===== config.mk =====
export PLATFORM = sky130hd
export DESIGN_NAME = sd_req_arbiter_flat
export DESIGN_NICKNAME = d
export VERILOG_FILES = /design/src/rtl/sd_arb_pkg.sv /design/src/rtl/sd_req_arbiter_if.sv /design/src/rtl/sd_arb_rr_pick.sv /design/src/rtl/sd_req_arbiter.sv /design/src/flat_wrapper.sv
export SDC_FILE = /design/constraint.sdc
export NUM_CORES = 1
export LEC_CHECK = 0
export BUFFER_PORTS_ARGS = -buffer_cell sky130_fd_sc_hd__buf_2
export CAP_MARGIN = 20
export CORE_UTILIZATION = 46
export CTS_CLUSTER_DIAMETER = 100
export DETAILED_ROUTE_END_ITERATION = 7
export GPL_TIMING_DRIVEN = 0
export PLACE_DENSITY_LB_ADDON = 0.25
export SKIP_CTS_REPAIR_TIMING = 1
export SYNTH_ARGS = -nofsm -noshare
export SYNTH_HDL_FRONTEND = slang
export SYNTH_SLANG_ARGS = --single-unit

===== constraint.sdc =====
create_clock -name clock -period 2.39 [get_ports clock]
set_clock_uncertainty 0.1 [all_clocks]
set_input_delay 0 -clock clock [delete_from_list [all_inputs] [get_ports clock]]
set_output_delay 0 -clock clock [all_outputs]
set_load 0.02 [all_outputs]

===== src/rtl/sd_arb_pkg.sv =====
// Shared types and sizing helpers for the SD request arbiter.
package sd_arb_pkg;

  typedef enum logic [1:0] {
    ARB_IDLE,
    ARB_ISSUE,
    ARB_XFER,
    ARB_RELEASE
  } arb_state_t;

  // Wide enough for the default 2**20-cycle host response window.
  localparam int TIMER_W = 21;

  function automatic int idx_w(input int n);
    return (n > 1) ? $clog2(n) : 1;
  endfunction

endpackage


===== src/rtl/sd_req_arbiter_if.sv =====
// Requester-side and host-side signals of the SD request arbiter.
interface sd_req_arbiter_if #(
  parameter int NUM_REQ = 2,
  parameter int LBA_W   = 32
) ();
  import sd_arb_pkg::*;

  localparam int GW = idx_w(NUM_REQ);

  logic [NUM_REQ-1:0][LBA_W-1:0] req_lba;
  logic [NUM_REQ-1:0]            req_rd;
  logic [NUM_REQ-1:0]            req_wr;
  logic [NUM_REQ-1:0]            req_ack;
  logic [NUM_REQ-1:0][7:0]       req_buff_din;
  logic [8:0]                    req_buff_addr;
  logic [7:0]                    req_buff_dout;
  logic                          req_buff_wr;
  logic [LBA_W-1:0]              sd_lba;
  logic                          sd_rd;
  logic                          sd_wr;
  logic                          sd_ack;
  logic [8:0]                    sd_buff_addr;
  logic [7:0]                    sd_buff_dout;
  logic [7:0]                    sd_buff_din;
  logic                          sd_buff_wr;
  logic [GW-1:0]                 grant;
  logic                          busy;
  logic                          timeout_err;

  // The arbiter side.
  modport slave (
    input  req_lba, req_rd, req_wr, req_buff_din,
    input  sd_ack, sd_buff_addr, sd_buff_dout, sd_buff_wr,
    output req_ack, req_buff_addr, req_buff_dout, req_buff_wr,
    output sd_lba, sd_rd, sd_wr, sd_buff_din,
    output grant, busy, timeout_err
  );

  // The environment: requesters plus the host block port.
  modport master (
    output req_lba, req_rd, req_wr, req_buff_din,
    output sd_ack, sd_buff_addr, sd_buff_dout, sd_buff_wr,
    input  req_ack, req_buff_addr, req_buff_dout, req_buff_wr,
    input  sd_lba, sd_rd, sd_wr, sd_buff_din,
    input  grant, busy, timeout_err
  );

endinterface


===== src/rtl/sd_arb_rr_pick.sv =====
// Combinational round-robin picker: first candidate strictly after last, wrapping.
module sd_arb_rr_pick #(
  parameter int N  = 2,
  parameter int GW = 1
) (
  input  logic [N-1:0]  cand,
  input  logic [GW-1:0] last,
  output logic          valid,
  output logic [GW-1:0] idx
);

  logic          hi_valid;
  logic [GW-1:0] hi_idx;
  logic [GW-1:0] lo_idx;

  // Descending scan so the lowest matching index is the one left standing.
  always_comb begin
    hi_valid = 1'b0;
    hi_idx   = '0;
    lo_idx   = '0;
    for (int i = N - 1; i >= 0; i--) begin
      if (cand[i]) begin
        lo_idx = GW'(i);
        if (i > int'(last)) begin
          hi_valid = 1'b1;
          hi_idx   = GW'(i);
        end
      end
    end
  end

  assign valid = |cand;
  assign idx   = hi_valid ? hi_idx : lo_idx;

endmodule


===== src/rtl/sd_req_arbiter.sv =====
// Round-robin arbiter multiplexing several sector requesters onto one HPS block port.
module sd_req_arbiter
  import sd_arb_pkg::*;
#(
  parameter int NUM_REQ = 2,
  parameter int LBA_W   = 32,
  parameter int TIMEOUT = 2**20
) (
  input  logic            clock,
  input  logic            RESET_N,
  sd_req_arbiter_if.slave bus
);

  localparam int                 GW         = idx_w(NUM_REQ);
  localparam logic [TIMER_W-1:0] TIMER_LAST = TIMER_W'(TIMEOUT - 1);

  arb_state_t         state_reg;
  arb_state_t         state_next;
  logic [GW-1:0]      grant_reg;
  logic [GW-1:0]      last_grant_reg;
  logic [NUM_REQ-1:0] mask_reg;
  logic [NUM_REQ-1:0] mask_next;
  logic [TIMER_W-1:0] timer_reg;
  logic [LBA_W-1:0]   sd_lba_reg;
  logic               sd_rd_reg;
  logic               sd_wr_reg;
  logic               timeout_err_reg;

  logic [NUM_REQ-1:0] active;
  logic [NUM_REQ-1:0] cand;
  logic               pick_valid;
  logic [GW-1:0]      pick_idx;
  logic               timeout_hit;
  logic               busy;
  logic               in_grant;

  assign active = bus.req_rd | bus.req_wr;
  assign cand   = active & ~mask_reg;

  sd_arb_rr_pick #(
    .N  (NUM_REQ),
    .GW (GW)
  ) u_pick (
    .cand  (cand),
    .last  (last_grant_reg),
    .valid (pick_valid),
    .idx   (pick_idx)
  );

  // An ack on the terminal-count cycle wins over the timeout.
  assign timeout_hit = (state_reg == ARB_ISSUE) && !bus.sd_ack && (timer_reg == TIMER_LAST);

  always_ff @(posedge clock or negedge RESET_N) begin
    if (!RESET_N) begin
      state_reg <= ARB_IDLE;
    end else begin
      state_reg <= state_next;
    end
  end

  always_comb begin
    state_next = state_reg;
    case (state_reg)
      ARB_IDLE:    if (pick_valid) state_next = ARB_ISSUE;
      ARB_ISSUE: begin
        if (bus.sd_ack)       state_next = ARB_XFER;
        else if (timeout_hit) state_next = ARB_RELEASE;
      end
      ARB_XFER:    if (!bus.sd_ack) state_next = ARB_RELEASE;
      ARB_RELEASE: state_next = ARB_IDLE;
      default:     state_next = ARB_IDLE;
    endcase
  end

  always_comb begin
    busy     = (state_reg != ARB_IDLE);
    in_grant = (state_reg == ARB_ISSUE) || (state_reg == ARB_XFER);
  end

  // A masked requester stays blocked until it withdraws its request.
  always_comb begin
    mask_next = mask_reg & active;
    if (timeout_hit) mask_next[grant_reg] = 1'b1;
  end

  always_ff @(posedge clock or negedge RESET_N) begin
    if (!RESET_N) begin
      grant_reg       <= '0;
      last_grant_reg  <= GW'(NUM_REQ - 1);
      mask_reg        <= '0;
      timer_reg       <= '0;
      sd_lba_reg      <= '0;
      sd_rd_reg       <= 1'b0;
      sd_wr_reg       <= 1'b0;
      timeout_err_reg <= 1'b0;
    end else begin
      timeout_err_reg <= timeout_hit;
      mask_reg        <= mask_next;
      case (state_reg)
        ARB_IDLE: begin
          if (pick_valid) begin
            grant_reg  <= pick_idx;
            sd_lba_reg <= bus.req_lba[pick_idx];
            sd_rd_reg  <= bus.req_rd[pick_idx];
            sd_wr_reg  <= ~bus.req_rd[pick_idx];
            timer_reg  <= '0;
          end
        end
        ARB_ISSUE: begin
          timer_reg <= timer_reg + TIMER_W'(1);
          if (bus.sd_ack || timeout_hit) begin
            sd_rd_reg <= 1'b0;
            sd_wr_reg <= 1'b0;
          end
        end
        ARB_RELEASE: last_grant_reg <= grant_reg;
        default: ;
      endcase
    end
  end

  // Ack and buffer-write paths stay combinational so requesters can qualify writes in-cycle.
  generate
    for (genvar gi = 0; gi < NUM_REQ; gi++) begin : g_ack
      assign bus.req_ack[gi] = bus.sd_ack & in_grant & (grant_reg == GW'(gi));
    end
  endgenerate

  assign bus.req_buff_wr   = bus.sd_buff_wr & in_grant;
  assign bus.req_buff_addr = bus.sd_buff_addr;
  assign bus.req_buff_dout = bus.sd_buff_dout;
  assign bus.sd_buff_din   = bus.req_buff_din[grant_reg];
  assign bus.sd_lba        = sd_lba_reg;
  assign bus.sd_rd         = sd_rd_reg;
  assign bus.sd_wr         = sd_wr_reg;
  assign bus.grant         = grant_reg;
  assign bus.busy          = busy;
  assign bus.timeout_err   = timeout_err_reg;

endmodule

===== src/flat_wrapper.sv =====
// flat-port wrapper written by rule: the top's interface ports become plain ports
module sd_req_arbiter_flat import sd_arb_pkg::*;
#(
  parameter int NUM_REQ = 2,
  parameter int LBA_W   = 32,
  parameter int TIMEOUT = 2**20
)
  (clock, RESET_N, bus_req_lba, bus_req_rd, bus_req_wr, bus_req_buff_din, bus_sd_ack, bus_sd_buff_addr, bus_sd_buff_dout, bus_sd_buff_wr, bus_req_ack, bus_req_buff_addr, bus_req_buff_dout, bus_req_buff_wr, bus_sd_lba, bus_sd_rd, bus_sd_wr, bus_sd_buff_din, bus_grant, bus_busy, bus_timeout_err);
  sd_req_arbiter_if #(.NUM_REQ(NUM_REQ), .LBA_W(LBA_W)) bus_i ();
  input  logic clock;
  input  logic RESET_N;
  input wire logic [$bits(bus_i.req_lba)-1:0] bus_req_lba;
  input wire logic [$bits(bus_i.req_rd)-1:0] bus_req_rd;
  input wire logic [$bits(bus_i.req_wr)-1:0] bus_req_wr;
  input wire logic [$bits(bus_i.req_buff_din)-1:0] bus_req_buff_din;
  input wire logic [$bits(bus_i.sd_ack)-1:0] bus_sd_ack;
  input wire logic [$bits(bus_i.sd_buff_addr)-1:0] bus_sd_buff_addr;
  input wire logic [$bits(bus_i.sd_buff_dout)-1:0] bus_sd_buff_dout;
  input wire logic [$bits(bus_i.sd_buff_wr)-1:0] bus_sd_buff_wr;
  output wire logic [$bits(bus_i.req_ack)-1:0] bus_req_ack;
  output wire logic [$bits(bus_i.req_buff_addr)-1:0] bus_req_buff_addr;
  output wire logic [$bits(bus_i.req_buff_dout)-1:0] bus_req_buff_dout;
  output wire logic [$bits(bus_i.req_buff_wr)-1:0] bus_req_buff_wr;
  output wire logic [$bits(bus_i.sd_lba)-1:0] bus_sd_lba;
  output wire logic [$bits(bus_i.sd_rd)-1:0] bus_sd_rd;
  output wire logic [$bits(bus_i.sd_wr)-1:0] bus_sd_wr;
  output wire logic [$bits(bus_i.sd_buff_din)-1:0] bus_sd_buff_din;
  output wire logic [$bits(bus_i.grant)-1:0] bus_grant;
  output wire logic [$bits(bus_i.busy)-1:0] bus_busy;
  output wire logic [$bits(bus_i.timeout_err)-1:0] bus_timeout_err;
  assign bus_i.req_lba = bus_req_lba;
  assign bus_i.req_rd = bus_req_rd;
  assign bus_i.req_wr = bus_req_wr;
  assign bus_i.req_buff_din = bus_req_buff_din;
  assign bus_i.sd_ack = bus_sd_ack;
  assign bus_i.sd_buff_addr = bus_sd_buff_addr;
  assign bus_i.sd_buff_dout = bus_sd_buff_dout;
  assign bus_i.sd_buff_wr = bus_sd_buff_wr;
  assign bus_req_ack = bus_i.req_ack;
  assign bus_req_buff_addr = bus_i.req_buff_addr;
  assign bus_req_buff_dout = bus_i.req_buff_dout;
  assign bus_req_buff_wr = bus_i.req_buff_wr;
  assign bus_sd_lba = bus_i.sd_lba;
  assign bus_sd_rd = bus_i.sd_rd;
  assign bus_sd_wr = bus_i.sd_wr;
  assign bus_sd_buff_din = bus_i.sd_buff_din;
  assign bus_grant = bus_i.grant;
  assign bus_busy = bus_i.busy;
  assign bus_timeout_err = bus_i.timeout_err;
  sd_req_arbiter #(.NUM_REQ(NUM_REQ), .LBA_W(LBA_W), .TIMEOUT(TIMEOUT)) u_core (.clock(clock), .RESET_N(RESET_N), .bus(bus_i));
endmodule

==> impl_metrics.sql, run 1 <==
INSERT INTO impl_metrics (metric_group, metric, value, unit) VALUES
('critical_path', 'crit_family', 'buffers and inverters', ''),
('critical_path', 'crit_fanout', '6', ''),
('placement', 'dp_hpwl', '6.22', 'mm'),
('global_route', 'grt_antenna_before_repair', '0', ''),
('timing', 'totalNegativeSetupSlack', '0', 'ns'),
('critical_path', 'crit-reg2reg-launch', 'u_core.mask_reg[1]$_DFF_PN0_', ''),
('timing', 'holdWs', '-0.00587', 'ns'),
('global_route', 'vias_in_the_first_global_route', '2910', ''),
('pwr', 'pwr_density_cell', '1030', 'nW/um^2'),
('critical_path', 'crit_arrival', '2.34', 'ns'),
('cts', 'worstSkewPairLatency', '0.34', 'ns'),
('finish', 'syn2layout_area_growth', '54.4', '%'),
('outcome', 'failed_checks', 'negative hold slack', ''),
('yosys', 'netlist-cell-type-count', '49', ''),
('hold_path', 'min-delay-path-class', 'in -> reg', ''),
('finish', 'share_of_cells_above_drive_strength_1', '38.4', '%'),
('yosys', 'synth_ff_type', 'dfrtp_1', ''),
('floorplan', 'ios', '170', ''),
('timing', 'max_slew_margin', '63.3', '%'),
('outcome', 'status', 'complete, but fails checks', ''),
('global_route', 'global_route.overflow_total', '0', ''),
('timing', 'timing_hold_violations_final', '1', ''),
('routing', 'drt_pre_antenna_iters', '5', ''),
('routing', 'dr_total_vias', '3389', ''),
('floorplan', 'fp-row-count', '30', ''),
('critical_path', 'cp_data_required_time', '2.50', 'ns'),
('critical_path', 'slowest_delay', '0.56', 'ns'),
('timing', 'setup_ws', '0.160', 'ns'),
('finish', 'largest_reg_flops', '32', ''),
('cts', 'number_of_cts_inserted_buffers', '9', ''),
('timing', 'achievable-frequency', '448', 'MHz'),
('routing', 'routed_wire_length_per_instance', '15.8', 'um'),
('pwr', 'power', '5340', 'uW'),
('cts', 'cts_tree', 'done', ''),
('timing', 'finalCritPeriodShare', '93.3', '%'),
('cts', 'max-clock-path-buffers', '2', ''),
('placement', 'number_of_port_buffers', '152', ''),
('yosys', 'synth_largest_type_area_fraction', '45.4', '%'),
('floorplan', 'floorplan.die_area', '7650', 'sq um'),
('timing', 'worst_pin_slew', '0.551', 'ns'),
('global_route', 'grt_start_max_net_pins', '41', ''),
('timing', 'setup-violations-final', '0', ''),
('yosys', 'synth_area_leader_cell', 'dfrtp_1', ''),
('cts', 'clock_sinks', '62', ''),
('hold_path', 'whs_path_depth', '4', ''),
('floorplan', 'dieHeight', '87.5', 'um'),
('floorplan', 'core', '6940', 'sq um'),
('cts', 'cts.htree.levels', '3', ''),
('routing', 'postRouteWirelength', '10.6', 'mm'),
('yosys', 'synth-seq-cells', '62', ''),
('flow_run', 'drv.max_cap_violation_count', '0', ''),
('routing', 'drt_first_iter_violations', '141', ''),
('routing', 'ant_nets', '0', ''),
('timing', 'final_slew_viol_count', '0', ''),
('yosys', 'synth_enable_flop_cells', '0', ''),
('floorplan', 'die-width', '87.5', 'um'),
('routing', 'route.detailed.drc', '0', ''),
('pwr', 'vdd_drop_max', '0.000608', 'V'),
('critical_path', 'reg2reg_depth', '7', ''),
('yosys', 'synthesis.yosys.warnings', '0', ''),
('critical_path', 'critical_path.cell_chain', 'dlygate4sd3_1 -> buf_2 -> or2_2 -> a21oi_2 -> mux2i_1 -> dlygate4sd3_1 -> o21ai_0', ''),
('hold_path', 'timing.hold.worst.start', 'bus_sd_ack', ''),
('yosys', 'synthArstFlopShare', '100', '%'),
('critical_path', 'worst-path-buf-inv', '3', ''),
('yosys', 'syn-cell-area', '3360', 'sq um'),
('finish', 'nNetsFinal', '680', ''),
('finish', 'finalNonFillerCells', '671', ''),
('critical_path', 'crit_path_top_delay_cell', 'dlygate4sd3_1', ''),
('critical_path', 'path_common_cell', 'dlygate4sd3_1', ''),
('placement', 'dp.cells', '587', ''),
('critical_path', 'critical_path.endpoint_type', 'register', '');
cells by family after synthesis:
logic type      count (synthesis)  synth area share [%]
buf+inv                        43                  7.41
simple gates                  113                  16.9
flops                          62                  46.2
xor+xnor                       19                  4.95
fa+ha+maj                       5                  1.86
compound gates                 53                  9.38
mux                            43                  13.3
power breakdown:
| group | internal, uW | leakage [uW] | switching (uW) |
|---|---|---|---|
| Clock | 622 | 0.000113 | 435 |
| Combinational | 1020 | 0.00168 | 1620 |
| Sequential | 1410 | 0.000799 | 238 |
per-stage QoR:
step,hold WS (ns),utilization [%],instance area [sq um]
after detailed placement,-0.0878,61.4,4260
after global routing,0.0176,74.7,5190
after global placement,0.118,61.1,4240
final,-0.00587,74.7,5190
after CTS,-0.454,64.7,4490
after floorplan,-0.396,-,3360
worst max path at each step:
| stage | start | to | slack, ns | depth (start not counted) |
|---|---|---|---|---|
| 6_report | bus_req_wr[0] | u_core.bus.sd_lba[14]$_DFFE_PN0P_ | 0.16 | 7 |
| 3_3_place_gp | u_core.state_reg[0]$_DFFE_PN0P_ | u_core.timer_reg[8]$_DFFE_PN0P_ | 0.18 | 8 |
| 3_5_place_dp | u_core.state_reg[0]$_DFFE_PN0P_ | u_core.timer_reg[8]$_DFFE_PN0P_ | 0.10 | 8 |
| 5_1_grt | u_core.mask_reg[1]$_DFF_PN0_ | u_core.timer_reg[19]$_DFFE_PN0P_ | 0.04 | 7 |
| 2_1_floorplan | u_core.state_reg[0]$_DFFE_PN0P_ | u_core.timer_reg[18]$_DFFE_PN0P_ | 0.33 | 8 |
| 4_1_cts | u_core.state_reg[0]$_DFFE_PN0P_ | u_core.timer_reg[8]$_DFFE_PN0P_ | 0.07 | 8 |
worst min-delay path, stage by stage:
cell and delay, ns:
buf_2 0.10, nand2_1 0.07, nand3_1 0.13, a22oi_1 0.08
cell usage in the layout (no fill, tap or decap), types with 9 or more instances in the layout:
cell           Yosys  layout
buf_2              4     156
dlygate4sd3_1      0      69
dfrtp_1           61      61
nand2_1           41      41
o21ai_0           36      36
mux2i_1           33      33
nor2_1            23      23
buf_4             20      20
xnor2_1           19      19
nand3_1           11      11
clkbuf_8           0      10
inv_1              9       9
mux2_2             9       9
layout make-up:
type / count / area, sq um
plain buffers: 33 / 211
clock buffers: 10 / 138
clock inverters: 6 / 93.8
fillers: 441 / 1750
inverters: 9 / 33.8
multi-input cells: 233 / 1570
flip-flops and latches: 62 / 1550
well taps: 96 / 120
repair buffers: 222 / 1470
synthesized netlist by cell type, drive strengths merged (5+ instances only):
master  instances
mux2i          33
or2             5
nor4           10
mux2           10
clkbuf          8
nand2          41
nand3          11
inv             9
nor2           25
xnor2          19
buf            26
o21ai          38
ha              5
nor3            5
dfrtp          61
per-layer routing:
layer  part of all wire, %  wire (um)  global-route usage (%)  vias up
li1                      -          -                       -     1605
met1                    38       4060                    26.3     1597
met2                    52       5520                    39.3      159
met3                   7.0        746                    5.69       28
met4                   2.5        260                    7.75        0
met5                     0          0                       0        -
Note: power is estimated with default switching activity, not from simulation.
==> inputs of run 2 (changes only) <==
MAX_ROUTING_LAYER = met4   (was not set)
clock period = 2.35 ns   (was 2.39 ns; I/O delays follow)
==> run 2 against run 1 <==
Highest routed layer unchanged; sequential power about the same; routed wire length grew 0.21%; sequential share of layout area about the same; die area unchanged; setup slack worse by 0.069 ns; critical path type unchanged; first-iteration DRC count rose by 11%; the flow still finishes with violations (negative hold slack); combinational power up 2%; count of clock-buffer cells in the layout unchanged.
==> impl_metrics.sql, run 2 (synthesis results as in run 1) <==
INSERT INTO impl_metrics (metric_group, metric, value, unit) VALUES
('outcome', 'status', 'complete, but fails checks', ''),
('outcome', 'failed_checks', 'negative hold slack', ''),
('cts', 'cts_tree', 'done', ''),
('critical_path', 'reg2reg_depth', '5', ''),
('timing', 'finalCritPeriodShare', '96.1', '%'),
('cts', 'number_of_cts_inserted_buffers', '9', ''),
('flow_run', 'drv.max_cap_violation_count', '0', ''),
('pwr', 'power.static_leakage', '0.00259', 'uW'),
('routing', 'drt_pre_antenna_iters', '5', ''),
('finish', 'most_common_cell_after_layout_fill_and_taps_aside', 'buf_2', ''),
('critical_path', 'crit_arrival', '2.37', 'ns'),
('floorplan', 'ios', '170', ''),
('timing', 'setup-violations-final', '0', ''),
('routing', 'routed_wire_length_per_instance', '15.8', 'um'),
('cts', 'cts.htree.levels', '3', ''),
('floorplan', 'fp-row-count', '30', ''),
('hold_path', 'timing.hold.worst.start', 'bus_sd_ack', ''),
('routing', 'ant_nets', '0', ''),
('timing', 'timing.final.crit_period', '2.26', 'ns'),
('pwr', 'pwr_density_cell', '1050', 'nW/um^2'),
('critical_path', 'timing.setup.critical_path_class', 'in -> reg', ''),
('hold_path', 'timing.hold.worst_endpoint', 'u_core.state_reg[0]$_DFFE_PN0P_', ''),
('floorplan', 'core', '6940', 'sq um'),
('global_route', 'busiest_layer', 'met2', ''),
('timing', 'rsz_0062_raised_after_global_routing', 'no', ''),
('floorplan', 'floorplan.initialDensity', '48.4', '%'),
('timing', 'worst_pin_slew', '0.545', 'ns'),
('routing', 'avgViaCountPerCell', '5.06', ''),
('pwr', 'vdd_drop_max', '0.000621', 'V'),
('placement', 'place.gp.congestion', '0.790', ''),
('timing', 'timing_hold_violations_final', '1', ''),
('finish', 'antenna-diode-count', '0', ''),
('critical_path', 'crit-reg2reg-launch', 'u_core.mask_reg[1]$_DFF_PN0_', ''),
('timing', 'totalNegativeSetupSlack', '0', 'ns'),
('finish', 'syn2layout_area_growth', '54.5', '%'),
('floorplan', 'dieHeight', '87.5', 'um'),
('finish', 'most-common-layout-cells', 'buf_2, dlygate4sd3_1, dfrtp_1', ''),
('global_route', 'grt_start_max_net_pins', '41', ''),
('routing', 'drt_first_iter_violations', '156', ''),
('global_route', 'vias_in_the_first_global_route', '2914', ''),
('critical_path', 'setup.reg_to_reg.worst_slack', '0.14', 'ns'),
('global_route', 'grt_util_overall', '23.0', '%'),
('routing', 'route.detailed.drc', '0', ''),
('cts', 'clk_root_buffer_cell', 'clkbuf_8', ''),
('global_route', 'global_route.overflow_total', '0', ''),
('finish', 'share_of_cells_above_drive_strength_1', '38.4', '%'),
('global_route', 'grt_pass1_wl', '13.2', 'mm'),
('critical_path', 'cp-start-kind', 'input port', ''),
('routing', 'postRouteWirelength', '10.6', 'mm'),
('placement', 'dp_hpwl', '6.22', 'mm'),
('timing', 'achievable-frequency', '443', 'MHz'),
('placement', 'number_of_port_buffers', '152', ''),
('cts', 'max-clock-path-buffers', '2', ''),
('critical_path', 'critical_path.endpoint_type', 'register', ''),
('finish', 'nNetsFinal', '680', ''),
('timing', 'final_slew_viol_count', '0', ''),
('hold_path', 'min-delay-path-class', 'in -> reg', ''),
('floorplan', 'floorplan.die_area', '7650', 'sq um'),
('cts', 'clk_pin_slew', '0.07', 'ns'),
('hold_path', 'whs_path_depth', '4', ''),
('timing', 'max_slew_margin', '63.7', '%'),
('critical_path', 'cp_data_required_time', '2.46', 'ns'),
('finish', 'largest_reg_flops', '32', ''),
('timing', 'holdWs', '-0.00655', 'ns'),
('cts', 'clock_sinks', '62', ''),
('global_route', 'grt_antenna_before_repair', '0', ''),
('critical_path', 'reg2reg_to', 'u_core.bus.sd_lba[12]$_DFFE_PN0P_', ''),
('global_route', 'grt_util_met2', '39.3', '%'),
('global_route', 'groute.layer.met3.usage', '5.12', '%'),
('global_route', 'groute.layer.met1.usage', '26.6', '%'),
('critical_path', 'crit_fanout', '6', ''),
('floorplan', 'die-width', '87.5', 'um'),
('cts', 'worstSkewPairLatency', '0.34', 'ns'),
('routing', 'dr_total_vias', '3398', '');
[run 2: how the worst max path moves through the flow]
stage	start	end	slack (ns)	depth (start not counted)
after global placement	u_core.state_reg[0]$_DFFE_PN0P_	u_core.timer_reg[8]$_DFFE_PN0P_	0.14	8
final	bus_req_wr[0]	u_core.bus.sd_lba[12]$_DFFE_PN0P_	0.09	7
after global routing	u_core.state_reg[0]$_DFFE_PN0P_	u_core.timer_reg[16]$_DFFE_PN0P_	0.04	8
after detailed placement	u_core.state_reg[0]$_DFFE_PN0P_	u_core.timer_reg[8]$_DFFE_PN0P_	0.06	8
after CTS	u_core.state_reg[0]$_DFFE_PN0P_	u_core.timer_reg[8]$_DFFE_PN0P_	0.03	8
after floorplan	u_core.state_reg[0]$_DFFE_PN0P_	u_core.timer_reg[18]$_DFFE_PN0P_	0.29	8
[run 2: routing by layer]
| layer | up-vias | wire (um) |
|---|---|---|
| met3 | 37 | 665 |
| met1 | 1598 | 4100 |
| met4 | 0 | 327 |
| li1 | 1610 | - |
| met2 | 153 | 5510 |
| met5 | - | 0 |
[run 2: power breakdown]
part	total [uW]	switching, uW	leakage, uW	internal, uW
Clock	1080	443	0.000113	633
Sequential	1670	245	0.000799	1430
Combinational	2700	1650	0.00168	1040
Total	5450	2340	0.00259	3110
[run 2: final cells by class]
type	count	area (sq um)
sequential	62	1550
timing repair buffer	222	1470
clock buffer	10	138
multi-input combinational	233	1570
inverter	9	33.8
buffer	33	211
clock inverter	6	93.8
tap	96	120
fill	440	1750
[run 2: critical path, cell delays in order]
cell,delay [ns]
dlygate4sd3_1,0.54
buf_2,0.14
or2_2,0.31
a21oi_2,0.43
mux2i_1,0.30
dlygate4sd3_1,0.57
o21ai_0,0.07
[run 2: per-stage QoR]
step                utilization, %  std cells  total power [uW]  instance area [sq um]  setup slack [ns]
global placement              61.1        586              4100                   4240             0.136
global route                  74.8        671              5760                   5190            0.0377
CTS                           64.7        603              5260                   4490            0.0288
detailed placement            61.4        587              4180                   4260            0.0649
finish                        74.8        671              5450                   5190            0.0910
floorplan                        -        338              3360                   3360             0.293
